`config.mk`:
```
export PLATFORM = sky130hd
export DESIGN_NAME = rf_led_scanner
export DESIGN_NICKNAME = d
export VERILOG_FILES = /design/src/rtl/rf_led_scanner_pkg.sv /design/src/rtl/rf_led_scanner_sync_edge.sv /design/src/rtl/rf_led_scanner.sv
export SDC_FILE = /design/constraint.sdc
export NUM_CORES = 1
export LEC_CHECK = 0
export BUFFER_PORTS_ARGS = -buffer_cell sky130_fd_sc_hd__buf_2
export CORE_UTILIZATION = 44
export CTS_CLUSTER_SIZE = 16
export DETAILED_ROUTE_END_ITERATION = 7
export PLACE_DENSITY_LB_ADDON = 0.25
export SLEW_MARGIN = 0
export SYNTH_ARGS = -nofsm -noshare
export SYNTH_HDL_FRONTEND = slang
export SYNTH_SLANG_ARGS = --single-unit
```
`constraint.sdc`:
```
create_clock -name clk -period 2.3 [get_ports clk]
set_input_delay 0.23 -clock clk [delete_from_list [all_inputs] [get_ports clk]]
set_output_delay 0.23 -clock clk [all_outputs]
set_load 0.05 [all_outputs]
```
`src/rtl/rf_led_scanner_pkg.sv`:
```
// Shared widths, FSM encoding and byte-lane helper for the register-file LED scanner.
// The register file is 8 x 32; the board shows a 2-bit lane tag plus one byte.
package rf_led_scanner_pkg;

    localparam int RF_IDX_W   = 3;
    localparam int RF_DATA_W  = 32;
    localparam int LED_W      = 10;
    localparam int BYTE_SEL_W = 2;

    typedef enum logic {
        SETTLE = 1'b0,
        SHOW   = 1'b1
    } scan_state_e;

    // Lane 0 is the least significant byte of the word.
    function automatic logic [7:0] select_byte(
        input logic [RF_DATA_W-1:0]  word,
        input logic [BYTE_SEL_W-1:0] sel
    );
        logic [7:0] lane;
        case (sel)
            2'd0:    lane = word[7:0];
            2'd1:    lane = word[15:8];
            2'd2:    lane = word[23:16];
            default: lane = word[31:24];
        endcase
        return lane;
    endfunction

endpackage

```
`src/rtl/rf_led_scanner_sync_edge.sv`:
```
// Two-flop synchroniser for asynchronous board inputs. One lane also gets a
// third flop so a rising edge becomes a single-cycle pulse; the rest are level-only.
module sync_edge #(
    parameter int W = 1
) (
    input  logic         clk,
    input  logic         rst,
    input  logic         edge_d,
    input  logic [W-1:0] lvl_d,
    output logic [W-1:0] lvl_q,
    output logic         rise
);

    logic [W-1:0] lvl_meta;
    logic         edge_meta;
    logic         edge_q;
    logic         edge_last;

    // NOTE: flops use non-blocking assignments so every stage samples the
    // value its predecessor held before this edge; blocking here would
    // collapse the chain into a single flop.
    always_ff @(posedge clk) begin
        if (rst) begin
            lvl_meta  <= '0;
            lvl_q     <= '0;
            edge_meta <= 1'b0;
            edge_q    <= 1'b0;
            edge_last <= 1'b0;
        end else begin
            lvl_meta  <= lvl_d;
            lvl_q     <= lvl_meta;
            edge_meta <= edge_d;
            edge_q    <= edge_meta;
            edge_last <= edge_q;
        end
    end

    assign rise = edge_q & ~edge_last;

endmodule

```
`src/rtl/rf_led_scanner.sv`:
```
// Debug client on a spare register-file read port: walks registers 0..7 on a
// dwell timer or push-button and shows one byte of the selected word on the LEDs.
module rf_led_scanner
    import rf_led_scanner_pkg::*;
#(
    parameter int DWELL_CYCLES = 50_000_000,
    parameter int CNT_W        = 26
) (
    input  logic                 clk,
    input  logic                 rst,
    output logic [RF_IDX_W-1:0]  rd_reg,
    input  logic [RF_DATA_W-1:0] rd_data,
    input  logic [1:0]           sw,
    input  logic                 step_btn,
    input  logic                 auto_en,
    output logic [LED_W-1:0]     leds,
    output logic [RF_IDX_W-1:0]  cur_idx
);

    localparam logic [CNT_W-1:0] DWELL_LAST = CNT_W'(DWELL_CYCLES - 1);

    logic [BYTE_SEL_W-1:0] sw_s;
    logic                  auto_s;
    logic                  step_pulse;

    sync_edge #(.W(3)) u_sync (
        .clk    (clk),
        .rst    (rst),
        .edge_d (step_btn),
        .lvl_d  ({auto_en, sw}),
        .lvl_q  ({auto_s, sw_s}),
        .rise   (step_pulse)
    );

    scan_state_e           state;
    scan_state_e           state_nxt;
    logic [RF_IDX_W-1:0]   idx;
    logic [CNT_W-1:0]      dwell_cnt;
    logic                  step_pending;
    logic [RF_DATA_W-1:0]  cap_word;
    logic                  dwell_done;
    logic                  advance;

    always_ff @(posedge clk) begin
        if (rst) state <= SETTLE;
        else     state <= state_nxt;
    end

    // NOTE: every signal written here gets a default before the case so no
    // path leaves it unassigned, which would otherwise infer a latch.
    always_comb begin
        state_nxt  = state;
        advance    = 1'b0;
        dwell_done = auto_s && (dwell_cnt == DWELL_LAST);
        case (state)
            SETTLE: state_nxt = SHOW;
            SHOW: begin
                // A button press and a dwell expiry in the same cycle merge into one step.
                advance = step_pulse || step_pending || dwell_done;
                if (advance) state_nxt = SETTLE;
            end
        endcase
    end

    always_ff @(posedge clk) begin
        if (rst) begin
            idx          <= '0;
            dwell_cnt    <= '0;
            step_pending <= 1'b0;
            cap_word     <= '0;
            cur_idx      <= '0;
            leds         <= '0;
        end else begin
            leds <= {sw_s, select_byte(cap_word, sw_s)};
            if (state == SHOW) begin
                // Capture every SHOW cycle so register-file writes show up live.
                cap_word <= rd_data;
                cur_idx  <= idx;
                if (advance) begin
                    idx          <= idx + 1'b1;
                    dwell_cnt    <= '0;
                    step_pending <= 1'b0;
                end else if (auto_s) begin
                    dwell_cnt <= dwell_cnt + 1'b1;
                end else begin
                    dwell_cnt <= '0;
                end
            end else if (step_pulse) begin
                // The read address is still settling; remember the press for the next SHOW cycle.
                step_pending <= 1'b1;
            end
        end
    end

    assign rd_reg = idx;

endmodule

```
==> flow_summary.yaml <==
outcome:
  status: "completed"
placed_design:
  routabilityCongestion: 0.795
  portBuffers: 53
  place_area_um2: 3870
  place_hpwl_um: 4870
sta:
  rsz0062_at_grt: "false"
  tightest_slew_ns: 0.669
  setup_viol: 0
  fin_crit_sh: 0.887
  fin_tns_setup_ns: 0
  clock_skew_ns: 0.0134
  slew_headroom: 0.553
  maxSlewViolCount: 0
  fmax_mhz: 490
  hold_viol: 0
  post-route-min-period_ns: 2.04
power:
  power_density_nw_per_um2: 707
  leakage_nw: 1.66
  peakVddDrop_uv: 344
floorplan:
  core_um2: 7730
  die-area_um2: 8360
  dieHeight_um: 91.4
  pin_count: 54
  start_util: 0.455
  die_w_um: 91.4
  rows: 32
clock_tree:
  clockRootBuffer: "clkbuf_8"
  cts-resized-gates: 0
  h-tree-depth: 3
  clk_transition_reported_paths_ns: 0.09
  postCtsSetupBuffers: 0
  cts_tree: "done"
  cts_buffers: 9
  holdBufCountCts: 0
  clockBufferDepth: 2
  clk_latency_ns: 0.35
  numClockSinks: 85
worst_setup_path:
  cp.required_ns: 2.58
  worst-setup-path-type: "register to register"
  path_cells: "ha_1, and3_1, nand4_2, o21a_1, or4_1, a21oi_1"
  cp_max_fo: 8
  crit_arrival_ns: 2.32
  crit_slowest_cell: "or4_1"
  slowest_delay_ns: 0.42
  end_kind: "register"
  startpoint_type: "register"
route:
  ant_nets: 0
  wire_per_inst_um: 13.6
  drcViolationCount: 0
  via_per_inst: 5.31
  drt_iter0_drc: 125
  routed_wl_um: 7040
  vias: 2748
  dr.pass1.iters: 4
cells_and_area:
  diodes: 0
  design_area_um2: 4080
  reg_top3: "cap_word: 32 flops, dwell_cnt: 26 flops, leds: 10 flops"
  largest_reg_flops: 32
  syn_to_final_growth_pct: 15.9
  final_nets: 451
  drive_above_1_share: 0.233
  largest-register: "cap_word"
min_path:
  hold_class: "input port to register"
synthesis:
  syn_area_per_cell_um2: 9.78
  synth_cell_types: 51
  synth_fp_nets: 400
  ys_seq_area_frac: 0.483
  synth_cells: 360
  yosys_warnings: 0
  synth_ff_type: "dfxtp_1"
  synth-async-reset-ratio: 0
  syn_area_um2: 3520
  synth_edf_count: 0
  yosys_register_bits: 85
global_routing:
  grt_pass1_vias: 2524
  grt_pass1_wl_um: 11700
  grt_overflow_total: 0
  antenna_found_initial: 0
  grt_max_degree: 64
  grt_usage: 0.175
run:
  maxCapViolCount: 0
-- routing by layer --
layer	GRT usage	part of all wire
met1	0.232	0.48
met2	0.268	0.46
met3	0.0494	0.045
met4	0.0688	0.0099
met5	0	0
-- cell usage in the layout, fill, tap and decap left out, types with 2 or more instances in the layout --
master,n
dfxtp_1,84
nand4_1,8
nor4_1,3
clkbuf_8,10
nor2_1,54
ha_1,2
o21a_1,2
nor3_1,7
o21bai_1,2
buf_4,4
or3_1,3
nand2_1,18
clkinv_4,3
nor3b_1,2
or4_1,4
o211ai_1,6
mux2i_1,35
buf_2,53
nand3_1,12
and3_1,2
and4_1,2
xor2_1,6
a21oi_1,15
a31oi_1,3
nor2b_1,19
and3_2,2
mux4_2,8
inv_1,8
or2_2,2
o21ai_0,12
-- report_power, final --
part	switching, mW	internal (mW)	leakage (nW)	total (mW)
clock	0.541	0.539	0.107	1.08
sequential	0.0307	1.52	0.694	1.56
combinational	0.137	0.109	0.863	0.246
-- cell usage after synthesis, types with 4 or more instances --
cell type  number  area share
o21ai_0        12       0.017
mux4_2          8       0.051
clkbuf_1       10       0.011
nor3_1          7       0.010
o211ai_1        6       0.013
buf_2           5      0.0071
inv_1           8      0.0085
nor2_1         54       0.058
dfxtp_1        85        0.48
mux2i_1        35        0.10
or4_1           4      0.0085
nor2b_1        19       0.034
xor2_1          6       0.015
nand4_1         8       0.014
nand3_1        12       0.017
nand2_1        18       0.019
a21oi_1        15       0.021
-- path summary, 6_finish.rpt --
check	from	to	slack [ns]	cells after the start
worst max-delay path	dwell_cnt[0]	rd_reg[2]	0.26	6
worst min register to register	u_sync.edge_meta	u_sync.edge_q	0.44	1
worst min-delay path	auto_en	u_sync.lvl_meta[2]	0.09	2
worst max register to register	dwell_cnt[0]	rd_reg[2]	0.26	6
-- layout make-up --
| cell class | instances | area [um2] |
|---|---|---|
| Clock buffer | 10 | 138 |
| Clock inverter | 6 | 70.1 |
| Fill cell | 708 | 3650 |
| Inverter | 8 | 30.0 |
| Multi-Input combinational cell | 250 | 1710 |
| Sequential cell | 85 | 1700 |
| Tap cell | 102 | 128 |
| Timing Repair Buffer | 57 | 295 |
-- per-stage QoR --
| step | hold slack [ns] | util | instances | worst slack, ns | total power [mW] |
|---|---|---|---|---|---|
| 2_1_floorplan | 0.358 | - | 360 | 0.506 | 1.76 |
| 3_3_place_gp | 0.417 | 0.501 | 502 | 0.381 | 1.83 |
| 3_5_place_dp | 0.427 | 0.501 | 502 | 0.305 | 1.84 |
| 4_1_cts | 0.0690 | 0.528 | 518 | 0.252 | 2.91 |
| 5_1_grt | 0.0807 | 0.528 | 518 | 0.118 | 3.01 |
| 6_report | 0.0877 | 0.528 | 518 | 0.261 | 2.88 |
-- logic make-up after synthesis --
group                    count (synthesis)  synth area share
buffers and inverters                   25            0.0295
adder cells (fa/ha/maj)                  2           0.00711
AO/OA/AOI/OAI                           49            0.0871
XOR/XNOR                                 7            0.0174
flip-flops                              85             0.483
multiplexers                            43             0.151
AND/OR/NAND/NOR                        149             0.225
-- critical path, delay by kind of cell, from the launching register on --
family,cells,cell delay [ns]
and+or+nand+nor,3,0.97
DFF,1,0.38
adders and majority gates,1,0.20
AOI/OAI and AO/OA,2,0.43
Power figures use the tool's default switching activity.
